==> src/rtl/boot_pkg.sv <==
// Shared definitions for the boot controller: register map, start magic,
// AXI response codes and the sequencing state enum.
package boot_pkg;

  localparam logic [63:0] REG_CMD       = 64'h00;
  localparam logic [63:0] REG_BOOT_ADDR = 64'h08;
  localparam logic [63:0] REG_ABORT     = 64'h10;

  localparam logic [63:0] START_MAGIC = 64'hFFFF_FFFF_FFFF_FFFF;
  localparam logic [7:0]  START_STRB  = 8'hFF;

  localparam logic [1:0] RESP_OKAY   = 2'b00;
  localparam logic [1:0] RESP_SLVERR = 2'b10;

  typedef enum logic [1:0] {
    ST_IDLE,
    ST_RST_HOLD,
    ST_RUN,
    ST_DONE
  } boot_state_e;

  function automatic int max_int(input int a, input int b);
    return (a > b) ? a : b;
  endfunction

endpackage

==> src/rtl/axi4_boot_ctrl_if.sv <==
// AXI4 write-only slave bundle (AW, W, B) used by the boot controller.
interface axi4_boot_ctrl_if #(
  parameter int DATA_WIDTH = 512,
  parameter int ADDR_WIDTH = 64,
  parameter int ID_WIDTH   = 4
) ();

  logic [ID_WIDTH-1:0]     s_axi_awid;
  logic [ADDR_WIDTH-1:0]   s_axi_awaddr;
  logic                    s_axi_awvalid;
  logic                    s_axi_awready;
  logic [DATA_WIDTH-1:0]   s_axi_wdata;
  logic [DATA_WIDTH/8-1:0] s_axi_wstrb;
  logic                    s_axi_wvalid;
  logic                    s_axi_wready;
  logic [ID_WIDTH-1:0]     s_axi_bid;
  logic [1:0]              s_axi_bresp;
  logic                    s_axi_bvalid;
  logic                    s_axi_bready;

  modport slave (
    input  s_axi_awid, s_axi_awaddr, s_axi_awvalid,
    input  s_axi_wdata, s_axi_wstrb, s_axi_wvalid,
    input  s_axi_bready,
    output s_axi_awready, s_axi_wready,
    output s_axi_bid, s_axi_bresp, s_axi_bvalid
  );

  modport master (
    output s_axi_awid, s_axi_awaddr, s_axi_awvalid,
    output s_axi_wdata, s_axi_wstrb, s_axi_wvalid,
    output s_axi_bready,
    input  s_axi_awready, s_axi_wready,
    input  s_axi_bid, s_axi_bresp, s_axi_bvalid
  );

endinterface

==> src/rtl/axi4_boot_wr_if.sv <==
// Single-beat AXI write front-end: joint AW/W acceptance, one outstanding
// transaction, one-cycle register-write strobe out, error flag in for bresp.
module axi4_boot_wr_if
  import boot_pkg::*;
#(
  parameter int DATA_WIDTH = 512,
  parameter int ADDR_WIDTH = 64,
  parameter int ID_WIDTH   = 4
) (
  input  logic                  aclk,
  input  logic                  areset,
  axi4_boot_ctrl_if.slave       s_axi,
  output logic                  o_wr_en,
  output logic [ADDR_WIDTH-1:0] o_wr_addr,
  output logic [63:0]           o_wr_data,
  output logic [7:0]            o_wr_strb,
  input  logic                  i_wr_err
);

  logic                r_bvalid;
  logic [ID_WIDTH-1:0] r_bid;
  logic [1:0]          r_bresp;
  logic                w_accept;
  logic                w_unused_bits;

  // Ready is held low during reset even though bvalid is already clear.
  assign w_accept = s_axi.s_axi_awvalid & s_axi.s_axi_wvalid & ~r_bvalid & ~areset;

  assign s_axi.s_axi_awready = w_accept;
  assign s_axi.s_axi_wready  = w_accept;
  assign s_axi.s_axi_bvalid  = r_bvalid;
  assign s_axi.s_axi_bid     = r_bid;
  assign s_axi.s_axi_bresp   = r_bresp;

  assign o_wr_en   = w_accept;
  assign o_wr_addr = s_axi.s_axi_awaddr;
  assign o_wr_data = s_axi.s_axi_wdata[63:0];
  assign o_wr_strb = s_axi.s_axi_wstrb[7:0];

  assign w_unused_bits = ^{s_axi.s_axi_wdata[DATA_WIDTH-1:64], s_axi.s_axi_wstrb[DATA_WIDTH/8-1:8]};

  always_ff @(posedge aclk or posedge areset) begin
    if (areset) begin
      r_bvalid <= 1'b0;
      r_bid    <= '0;
      r_bresp  <= RESP_OKAY;
    end else if (w_accept) begin
      r_bvalid <= 1'b1;
      r_bid    <= s_axi.s_axi_awid;
      r_bresp  <= i_wr_err ? RESP_SLVERR : RESP_OKAY;
    end else if (r_bvalid && s_axi.s_axi_bready) begin
      r_bvalid <= 1'b0;
    end
  end

endmodule

==> src/rtl/axi4_boot_ctrl.sv <==
// Core boot sequencer: AXI-programmed boot address, start/abort commands,
// reset hold, run with timeout, sticky done/timeout status.
module axi4_boot_ctrl
  import boot_pkg::*;
#(
  parameter int DATA_WIDTH     = 512,
  parameter int ADDR_WIDTH     = 64,
  parameter int ID_WIDTH       = 4,
  parameter int RST_CYCLES     = 16,
  parameter int TIMEOUT_CYCLES = 1048576
) (
  input  logic            aclk,
  input  logic            areset,
  axi4_boot_ctrl_if.slave s_axi,
  input  logic            core_done_i,
  output logic            core_rst_o,
  output logic            fetch_en_o,
  output logic [63:0]     boot_addr_o,
  output logic            busy_o,
  output logic            done_o,
  output logic            timeout_o
);

  localparam int CNT_W = $clog2(max_int(RST_CYCLES, TIMEOUT_CYCLES)) + 1;
  localparam logic [CNT_W-1:0] RST_LAST = CNT_W'(RST_CYCLES - 1);
  localparam logic [CNT_W-1:0] TMO_LAST = CNT_W'(TIMEOUT_CYCLES - 1);

  boot_state_e      r_state, w_state_nxt;
  logic [CNT_W-1:0] r_cnt, w_cnt_nxt;
  logic             r_done, w_done_nxt;
  logic             r_tmo, w_tmo_nxt;
  logic [63:0]      r_boot_addr;

  logic                  w_wr_en;
  logic [ADDR_WIDTH-1:0] w_wr_addr;
  logic [63:0]           w_wr_data;
  logic [7:0]            w_wr_strb;
  logic                  w_wr_err;
  logic w_is_cmd, w_is_boot, w_is_abort, w_magic, w_busy;
  logic w_start, w_abort, w_boot_wr;

  axi4_boot_wr_if #(
    .DATA_WIDTH (DATA_WIDTH),
    .ADDR_WIDTH (ADDR_WIDTH),
    .ID_WIDTH   (ID_WIDTH)
  ) u_wr_if (
    .aclk      (aclk),
    .areset    (areset),
    .s_axi     (s_axi),
    .o_wr_en   (w_wr_en),
    .o_wr_addr (w_wr_addr),
    .o_wr_data (w_wr_data),
    .o_wr_strb (w_wr_strb),
    .i_wr_err  (w_wr_err)
  );

  assign w_is_cmd   = (w_wr_addr == ADDR_WIDTH'(REG_CMD));
  assign w_is_boot  = (w_wr_addr == ADDR_WIDTH'(REG_BOOT_ADDR));
  assign w_is_abort = (w_wr_addr == ADDR_WIDTH'(REG_ABORT));
  assign w_magic    = (w_wr_data == START_MAGIC) && (w_wr_strb == START_STRB);
  assign w_busy     = (r_state == ST_RST_HOLD) || (r_state == ST_RUN);

  assign w_start   = w_wr_en & w_is_cmd & w_magic & ~w_busy;
  assign w_abort   = w_wr_en & w_is_abort;
  assign w_boot_wr = w_wr_en & w_is_boot & ~w_busy;
  assign w_wr_err  = ~(w_is_cmd | w_is_boot | w_is_abort)
                   | (w_is_cmd & w_magic & w_busy)
                   | (w_is_boot & w_busy);

  always_ff @(posedge aclk or posedge areset) begin
    if (areset) begin
      r_state     <= ST_IDLE;
      r_cnt       <= '0;
      r_done      <= 1'b0;
      r_tmo       <= 1'b0;
      r_boot_addr <= '0;
    end else begin
      r_state <= w_state_nxt;
      r_cnt   <= w_cnt_nxt;
      r_done  <= w_done_nxt;
      r_tmo   <= w_tmo_nxt;
      if (w_boot_wr) r_boot_addr <= w_wr_data;
    end
  end

  always_comb begin
    w_state_nxt = r_state;
    w_cnt_nxt   = r_cnt;
    w_done_nxt  = r_done;
    w_tmo_nxt   = r_tmo;
    core_rst_o  = 1'b1;
    fetch_en_o  = 1'b0;
    busy_o      = 1'b0;
    // Abort outranks everything; a start can only arrive from IDLE or DONE.
    if (w_abort) begin
      w_state_nxt = ST_IDLE;
      w_cnt_nxt   = '0;
      w_done_nxt  = 1'b0;
      w_tmo_nxt   = 1'b0;
    end else if (w_start) begin
      w_state_nxt = ST_RST_HOLD;
      w_cnt_nxt   = '0;
      w_done_nxt  = 1'b0;
      w_tmo_nxt   = 1'b0;
    end else begin
      case (r_state)
        ST_RST_HOLD: begin
          if (r_cnt == RST_LAST) begin
            w_state_nxt = ST_RUN;
            w_cnt_nxt   = '0;
          end else begin
            w_cnt_nxt = r_cnt + CNT_W'(1);
          end
        end
        ST_RUN: begin
          if (core_done_i) begin
            w_state_nxt = ST_DONE;
            w_cnt_nxt   = '0;
            w_done_nxt  = 1'b1;
          end else if (r_cnt == TMO_LAST) begin
            w_state_nxt = ST_DONE;
            w_cnt_nxt   = '0;
            w_done_nxt  = 1'b1;
            w_tmo_nxt   = 1'b1;
          end else begin
            w_cnt_nxt = r_cnt + CNT_W'(1);
          end
        end
        default: ;
      endcase
    end
    case (r_state)
      ST_RST_HOLD: busy_o = 1'b1;
      ST_RUN: begin
        core_rst_o = 1'b0;
        fetch_en_o = 1'b1;
        busy_o     = 1'b1;
      end
      default: ;
    endcase
  end

  assign boot_addr_o = r_boot_addr;
  assign done_o      = r_done;
  assign timeout_o   = r_tmo;

endmodule

==> src/flat_wrapper.sv <==
// flat-port wrapper written by rule: the top's interface ports become plain ports
module axi4_boot_ctrl_flat import boot_pkg::*;
#(
  parameter int DATA_WIDTH     = 512,
  parameter int ADDR_WIDTH     = 64,
  parameter int ID_WIDTH       = 4,
  parameter int RST_CYCLES     = 16,
  parameter int TIMEOUT_CYCLES = 1048576
)
  (aclk, areset, core_done_i, core_rst_o, fetch_en_o, boot_addr_o, busy_o, done_o, timeout_o, s_axi_s_axi_awid, s_axi_s_axi_awaddr, s_axi_s_axi_awvalid, s_axi_s_axi_wdata, s_axi_s_axi_wstrb, s_axi_s_axi_wvalid, s_axi_s_axi_bready, s_axi_s_axi_awready, s_axi_s_axi_wready, s_axi_s_axi_bid, s_axi_s_axi_bresp, s_axi_s_axi_bvalid);
  axi4_boot_ctrl_if #(.DATA_WIDTH(DATA_WIDTH), .ADDR_WIDTH(ADDR_WIDTH), .ID_WIDTH(ID_WIDTH)) s_axi_i ();
  input  logic aclk;
  input  logic areset;
  input  logic core_done_i;
  output logic core_rst_o;
  output logic fetch_en_o;
  output logic [63:0] boot_addr_o;
  output logic busy_o;
  output logic done_o;
  output logic timeout_o;
  input wire logic [$bits(s_axi_i.s_axi_awid)-1:0] s_axi_s_axi_awid;
  input wire logic [$bits(s_axi_i.s_axi_awaddr)-1:0] s_axi_s_axi_awaddr;
  input wire logic [$bits(s_axi_i.s_axi_awvalid)-1:0] s_axi_s_axi_awvalid;
  input wire logic [$bits(s_axi_i.s_axi_wdata)-1:0] s_axi_s_axi_wdata;
  input wire logic [$bits(s_axi_i.s_axi_wstrb)-1:0] s_axi_s_axi_wstrb;
  input wire logic [$bits(s_axi_i.s_axi_wvalid)-1:0] s_axi_s_axi_wvalid;
  input wire logic [$bits(s_axi_i.s_axi_bready)-1:0] s_axi_s_axi_bready;
  output wire logic [$bits(s_axi_i.s_axi_awready)-1:0] s_axi_s_axi_awready;
  output wire logic [$bits(s_axi_i.s_axi_wready)-1:0] s_axi_s_axi_wready;
  output wire logic [$bits(s_axi_i.s_axi_bid)-1:0] s_axi_s_axi_bid;
  output wire logic [$bits(s_axi_i.s_axi_bresp)-1:0] s_axi_s_axi_bresp;
  output wire logic [$bits(s_axi_i.s_axi_bvalid)-1:0] s_axi_s_axi_bvalid;
  assign s_axi_i.s_axi_awid = s_axi_s_axi_awid;
  assign s_axi_i.s_axi_awaddr = s_axi_s_axi_awaddr;
  assign s_axi_i.s_axi_awvalid = s_axi_s_axi_awvalid;
  assign s_axi_i.s_axi_wdata = s_axi_s_axi_wdata;
  assign s_axi_i.s_axi_wstrb = s_axi_s_axi_wstrb;
  assign s_axi_i.s_axi_wvalid = s_axi_s_axi_wvalid;
  assign s_axi_i.s_axi_bready = s_axi_s_axi_bready;
  assign s_axi_s_axi_awready = s_axi_i.s_axi_awready;
  assign s_axi_s_axi_wready = s_axi_i.s_axi_wready;
  assign s_axi_s_axi_bid = s_axi_i.s_axi_bid;
  assign s_axi_s_axi_bresp = s_axi_i.s_axi_bresp;
  assign s_axi_s_axi_bvalid = s_axi_i.s_axi_bvalid;
  axi4_boot_ctrl #(.DATA_WIDTH(DATA_WIDTH), .ADDR_WIDTH(ADDR_WIDTH), .ID_WIDTH(ID_WIDTH), .RST_CYCLES(RST_CYCLES), .TIMEOUT_CYCLES(TIMEOUT_CYCLES)) u_core (.aclk(aclk), .areset(areset), .s_axi(s_axi_i), .core_done_i(core_done_i), .core_rst_o(core_rst_o), .fetch_en_o(fetch_en_o), .boot_addr_o(boot_addr_o), .busy_o(busy_o), .done_o(done_o), .timeout_o(timeout_o));
endmodule
==> config.mk <==
export PLATFORM = sky130hd
export DESIGN_NAME = axi4_boot_ctrl_flat
export DESIGN_NICKNAME = d
export VERILOG_FILES = /design/src/rtl/boot_pkg.sv /design/src/rtl/axi4_boot_ctrl_if.sv /design/src/rtl/axi4_boot_wr_if.sv /design/src/rtl/axi4_boot_ctrl.sv /design/src/flat_wrapper.sv
export SDC_FILE = /design/constraint.sdc
export NUM_CORES = 1
export LEC_CHECK = 0
export ABC_CLOCK_PERIOD_IN_PS = 11300
export CAP_MARGIN = 10
export CELL_PAD_IN_SITES_DETAIL_PLACEMENT = 0
export CELL_PAD_IN_SITES_GLOBAL_PLACEMENT = 1
export CORE_AREA = 3 3 283 285
export CTS_BUF_LIST = sky130_fd_sc_hd__clkbuf_4
export DETAILED_ROUTE_END_ITERATION = 6
export DIE_AREA = 0 0 286 288
export MAX_ROUTING_LAYER = met4
export PLACE_DENSITY_LB_ADDON = 0.1
export SLEW_MARGIN = 20
export SYNTH_ARGS = -nofsm -noshare
export SYNTH_HDL_FRONTEND = slang
export SYNTH_SLANG_ARGS = --single-unit
==> constraint.sdc <==
create_clock -name aclk -period 11.3 [get_ports aclk]
set_input_delay 3.39 -clock aclk [delete_from_list [all_inputs] [get_ports aclk]]
set_output_delay 3.39 -clock aclk [all_outputs]
set_load 0.1 [all_outputs]
==> results.md <==
Run status:
- The flow ran to the end, and the final reports show no timing, DRC or antenna violations.

Run:
- Across the run, the number of max-cap violations was 0.

GRT:
- The total overflow left after global routing is 0.
- Entering global routing, the biggest net connects 50 pins.
- The global-route met1 utilization is under 10%.
- The met3 capacity usage during global routing is ~2.8%.
- The global-route wire length before repair is between 30000 and 40000 um.
- Global routing consumed, over all layers together, roughly 7.0% of the routing resources.
- The initial antenna violation count is 12.
- The via count of the first global-routing pass is about 4800.
- The met2 global-route usage is 11.3%.
- The layer with the highest usage is met2.

STA:
- At the pin with the least slew margin, the transition time is around 1.1 ns.
- The fmax is ~0.11 GHz.
- Setup repair after global routing left no endpoint under its margin.
- Headroom to the max-slew limit came out at 26.2%.
- Counting I/O delays and the setup requirement, the final critical path takes between 9 and 10 ns.
- The number of hold violations in the final report is 0.
- The accumulated negative setup slack is 0 ns.
- The clock tree skew after final layout is 0.0399 ns.
- Once routing completed, OpenROAD measured the worst setup slack at roughly 2.1 ns.
- The max-slew violation total from the final report came to 0.
- The final clock period utilization by the worst path is between 80% and 90%.
- Setup violations remaining at the end of the flow were counted as 0.

Logic synthesis:
- The synthesized netlist occupies a cell area of about 4800 um^2.
- In this run, distinct cell masters in the synthesized netlist total 51.
- Synthesis produced a netlist whose cell count is approximately 400.
- During synthesis, Yosys emitted a total of 0 warnings.
- Counting flops with a built-in enable in the synthesized netlist gives 0.
- After synthesis, the share of flip-flops with an asynchronous set or reset is 100%.
- The share of Yosys cell area claimed by the top area cell type is 49.4%.
- Among all flip-flop cells after synthesis, the most frequent one is sky130_fd_sc_hd__dfrtp_1.
- After synthesis the netlist holds a flip-flop and latch count of 95.
- Ranked by total cell area, the synthesized netlist is headed by sky130_fd_sc_hd__dfrtp_1 (49%), sky130_fd_sc_hd__mux2_4 (19%), sky130_fd_sc_hd__nor4_1 (4.7%).
- Averaged over all synthesized cells, the footprint is around 12 um^2.
- Counting every net in the synthesized netlist gives around 1100.
- The largest area contributor in the netlist is sky130_fd_sc_hd__dfrtp_1.
- The sequential cell area fraction in the yosys report is 49.4%.

Setup path:
- Broken down by cell family, the worst path's largest delay share belongs to buffers and inverters.
- The startpoint of the worst register-to-register path is u_core.r_state[0].
- At the worst endpoint, the arrival time is slightly below 6 ns.
- The total buffers and inverters traversed by the critical path is 4.
- The setup slack on the worst flop-to-flop path is around 7.8 ns.
- At the worst endpoint, the required time is 7.91 ns.
- The timing endpoint of the critical path is s_axi_s_axi_wready.
- On the critical path, the stage with the largest delay is an instance of sky130_fd_sc_hd__clkdlybuf4s50_1.
- For this run, the slowest stage of the critical path takes about 1.3 ns.
- Measured in cells, the most critical reg-to-reg path has a length of 8.
- The largest fanout of any net on the critical path is 8.
- The critical path runs through a total of 6 cells.
- The critical path starts at areset.
- The kind of critical path is in2out.
- The cell that appears most often on the critical path is sky130_fd_sc_hd__clkdlybuf4s50_1.
- The destination of the worst register-to-register timing path is u_core.boot_addr_o[45].
- The critical path goes through clkdlybuf4s50_1, nor2_1, nand3_1, buf_4, inv_1, clkdlybuf4s50_1.
- The startpoint class of the critical path is a primary input.
- The sort of element at the end of the critical path is an output pin.

Clocking:
- The number of buffers inserted during clock tree synthesis is 9.
- The clock-pin slew on the worst setup and hold paths is roughly 0.21 ns.
- The later pin in the worst-skew pair is clocked with a latency of a little under 0.6 ns.
- TritonCTS built the clock tree.
- The H-tree depth is 3.
- The post-CTS repair timing setup buffer count is 0.
- CTS placed an instance of sky130_fd_sc_hd__clkbuf_4 at the clock tree root.
- The post-cts repair resize count is 0.
- Counting along the longest clock path gives a buffer depth of 2.
- The number of buffers added to fix hold violations after cts is 0.
- The number of sinks driven by the clock tree is 95.

Die:
- The floorplan die width is 286 um.
- The region available for standard cell placement spans around 78000 um^2.
- For this configuration, the core starts out at a cell density of approximately 6.2%.
- The top-level I/O count is between 700 and 800.
- The overall die height is ~290 um.
- The initialized floorplan defines about 100 standard-cell rows.
- The die covers 82400 um^2.

Pwr:
- Overall power consumption after layout is estimated at 0.883 mW.
- The highest ir drop seen on vdd is about 0.04 mV.
- For this design the ratio of total power to cell area is 104 nW/um^2.
- The static power due to leakage is 3.20 nW.

Route:
- The final wirelength is 27700 um.
- In the routed layout, each cell is associated on average with a via count of about 2.5.
- The remaining antenna violation count after routing is 0.
- The first detailed-routing pass took 4 iterations.
- In the routed design, unresolved DRC markers number 0.
- The mean routed wirelength per cell is 16.4 um.
- In this run, the number of DRC markers left after iteration 0 of detailed routing was 101.
- The total via count in the routed design is ~4300.

Finish:
- In the final layout, the multi-input gates occupy ~2300 um^2.
- The number of inserted filler cells in the final layout is about 9000.
- The fraction of final layout cells sized beyond drive strength 1 is 15.2%.
- With fillers left out, the area of the finished cells amounts to 8470 um^2.
- The sequential cell area is around 2400 um^2.
- After the last flow step, the layout net total stands at between 1000 and 1500.
- The layout overhead on the synthesized area is 76.1%.

Placed design:
- The pre-CTS setup slack is 2.10 ns.
- The count of input and output buffers is between 200 and 250.
- Routability-driven placement finished with a final weighted congestion of 0.701.
- The post-DP HPWL is ~23000 um.
- After detailed placement, the total cell area comes to about 8200 um^2.

Hold path:
- The number of instances on the worst hold path is 2.
- The tightest min-delay check is of the reg2reg type.
[Yosys cell counts, types with 2 or more instances]
cell type                   n
sky130_fd_sc_hd__a211o_1    2
sky130_fd_sc_hd__xnor2_1    3
sky130_fd_sc_hd__buf_6      8
sky130_fd_sc_hd__nor3_1     7
sky130_fd_sc_hd__o21a_1     2
sky130_fd_sc_hd__clkbuf_1   2
sky130_fd_sc_hd__and3_1     4
sky130_fd_sc_hd__o21ai_0   11
sky130_fd_sc_hd__o32ai_1    6
sky130_fd_sc_hd__or4_1      4
sky130_fd_sc_hd__a21oi_1    9
sky130_fd_sc_hd__o31ai_1    2
sky130_fd_sc_hd__inv_1     10
sky130_fd_sc_hd__nor2_1    28
sky130_fd_sc_hd__nand4_1   30
sky130_fd_sc_hd__mux2_4    60
sky130_fd_sc_hd__o22ai_1    6
sky130_fd_sc_hd__xor2_1     3
sky130_fd_sc_hd__nor4_1    36
sky130_fd_sc_hd__and2_1     3
sky130_fd_sc_hd__or2_2      3
sky130_fd_sc_hd__nand2_1   25
sky130_fd_sc_hd__nand3_1    9
sky130_fd_sc_hd__or3_1      4
sky130_fd_sc_hd__ha_1       3
sky130_fd_sc_hd__dfrtp_1   95
sky130_fd_sc_hd__mux2_2     4
sky130_fd_sc_hd__buf_4      2
[area by class of cell]
cell class              count  share of cell area (%)
repair buffers            226                    26.6
well taps                1040                    15.4
clock buffers               9                   0.798
clock inverters             7                    1.39
diodes                     14                   0.414
inverters                  11                   0.517
multi-input cells         285                    26.8
flip-flops and latches     95                    28.1
[worst min path at each step]
stage | start | to | slack, ns
global placement | u_core.u_wr_if.s_axi.s_axi_bid[0] | u_core.u_wr_if.s_axi.s_axi_bid[0] | 0.46
global route | u_core.u_wr_if.s_axi.s_axi_bid[0] | u_core.u_wr_if.s_axi.s_axi_bid[0] | 0.55
finish | u_core.u_wr_if.s_axi.s_axi_bid[1] | u_core.u_wr_if.s_axi.s_axi_bid[1] | 0.51
CTS | u_core.u_wr_if.s_axi.s_axi_bid[1] | u_core.u_wr_if.s_axi.s_axi_bid[1] | 0.52
floorplan | u_core.r_cnt[0] | u_core.r_cnt[0] | 0.49
detailed placement | u_core.u_wr_if.s_axi.s_axi_bid[1] | u_core.u_wr_if.s_axi.s_axi_bid[1] | 0.47
[worst register-to-register path: stages, from the launching register on]
cell and delay, ns:
sky130_fd_sc_hd__dfrtp_1 0.42, sky130_fd_sc_hd__inv_1 0.07, sky130_fd_sc_hd__ha_1 0.27, sky130_fd_sc_hd__buf_4 0.31
sky130_fd_sc_hd__clkinv_1 0.39, sky130_fd_sc_hd__nor2_1 0.33, sky130_fd_sc_hd__nand4_4 0.58, sky130_fd_sc_hd__buf_4 0.65
sky130_fd_sc_hd__mux2_4 0.44
[per-layer routing]
| layer | routed length [um] | vias up |
|---|---|---|
| li1 | - | 2008 |
| met1 | 11600 | 2094 |
| met3 | 2450 | 17 |
| met5 | 0 | - |
| met2 | 13200 | 162 |
| met4 | 427 | 0 |
[cell families after synthesis]
family                   share of synthesized area [%]
multiplexers                                      19.9
XOR/XNOR                                          1.09
buffers and inverters                             3.30
flip-flops                                        49.4
AND/OR/NAND/NOR                                   18.9
AO/OA/AOI/OAI                                     6.56
other                                           0.0780
adder cells (fa/ha/maj)                          0.781
[per-stage QoR]
step | hold slack [ns] | cells | util (%)
2_1_floorplan | 0.486 | 404 | -
3_3_place_gp | 0.463 | 1657 | 10.6
3_5_place_dp | 0.466 | 1657 | 10.6
4_1_cts | 0.516 | 1673 | 10.9
5_1_grt | 0.549 | 1682 | 10.9
6_report | 0.509 | 1687 | 10.9
[cell usage in the layout, fill, tap and decap left out, drive strengths merged, types with 3 or more instances in the layout]
master         count
a21oi              9
and2               4
and3               4
buf                4
clkbuf             9
clkdlybuf4s50    222
clkinv             4
dfrtp             95
diode             14
ha                 3
inv               11
mux2              64
nand2             26
nand3             10
nand4             31
nor2              28
nor3               7
nor4              37
o21ai             12
o22ai              6
o32ai              7
or2                5
or3                4
or4                5
xnor2              3
xor2               3
[power breakdown]
group / switching (mW) / internal, mW
clock: 0.164 / 0.0940
combinational: 0.175 / 0.0884
sequential: 0.0103 / 0.350
total: 0.350 / 0.533
[flip-flops by register name (all words and copies together) (netlist names)]
| register | count |
|---|---|
| u_core.u_wr_if.s_axi.s_axi_bvalid | 1 |
| u_core.r_state | 2 |
| u_core.done_o | 1 |
| u_core.u_wr_if.s_axi.s_axi_bresp | 1 |
| u_core.r_cnt | 21 |
| u_core.timeout_o | 1 |
| u_core.boot_addr_o | 64 |
| u_core.u_wr_if.s_axi.s_axi_bid | 4 |
Note: power is estimated with default switching activity, not from simulation.
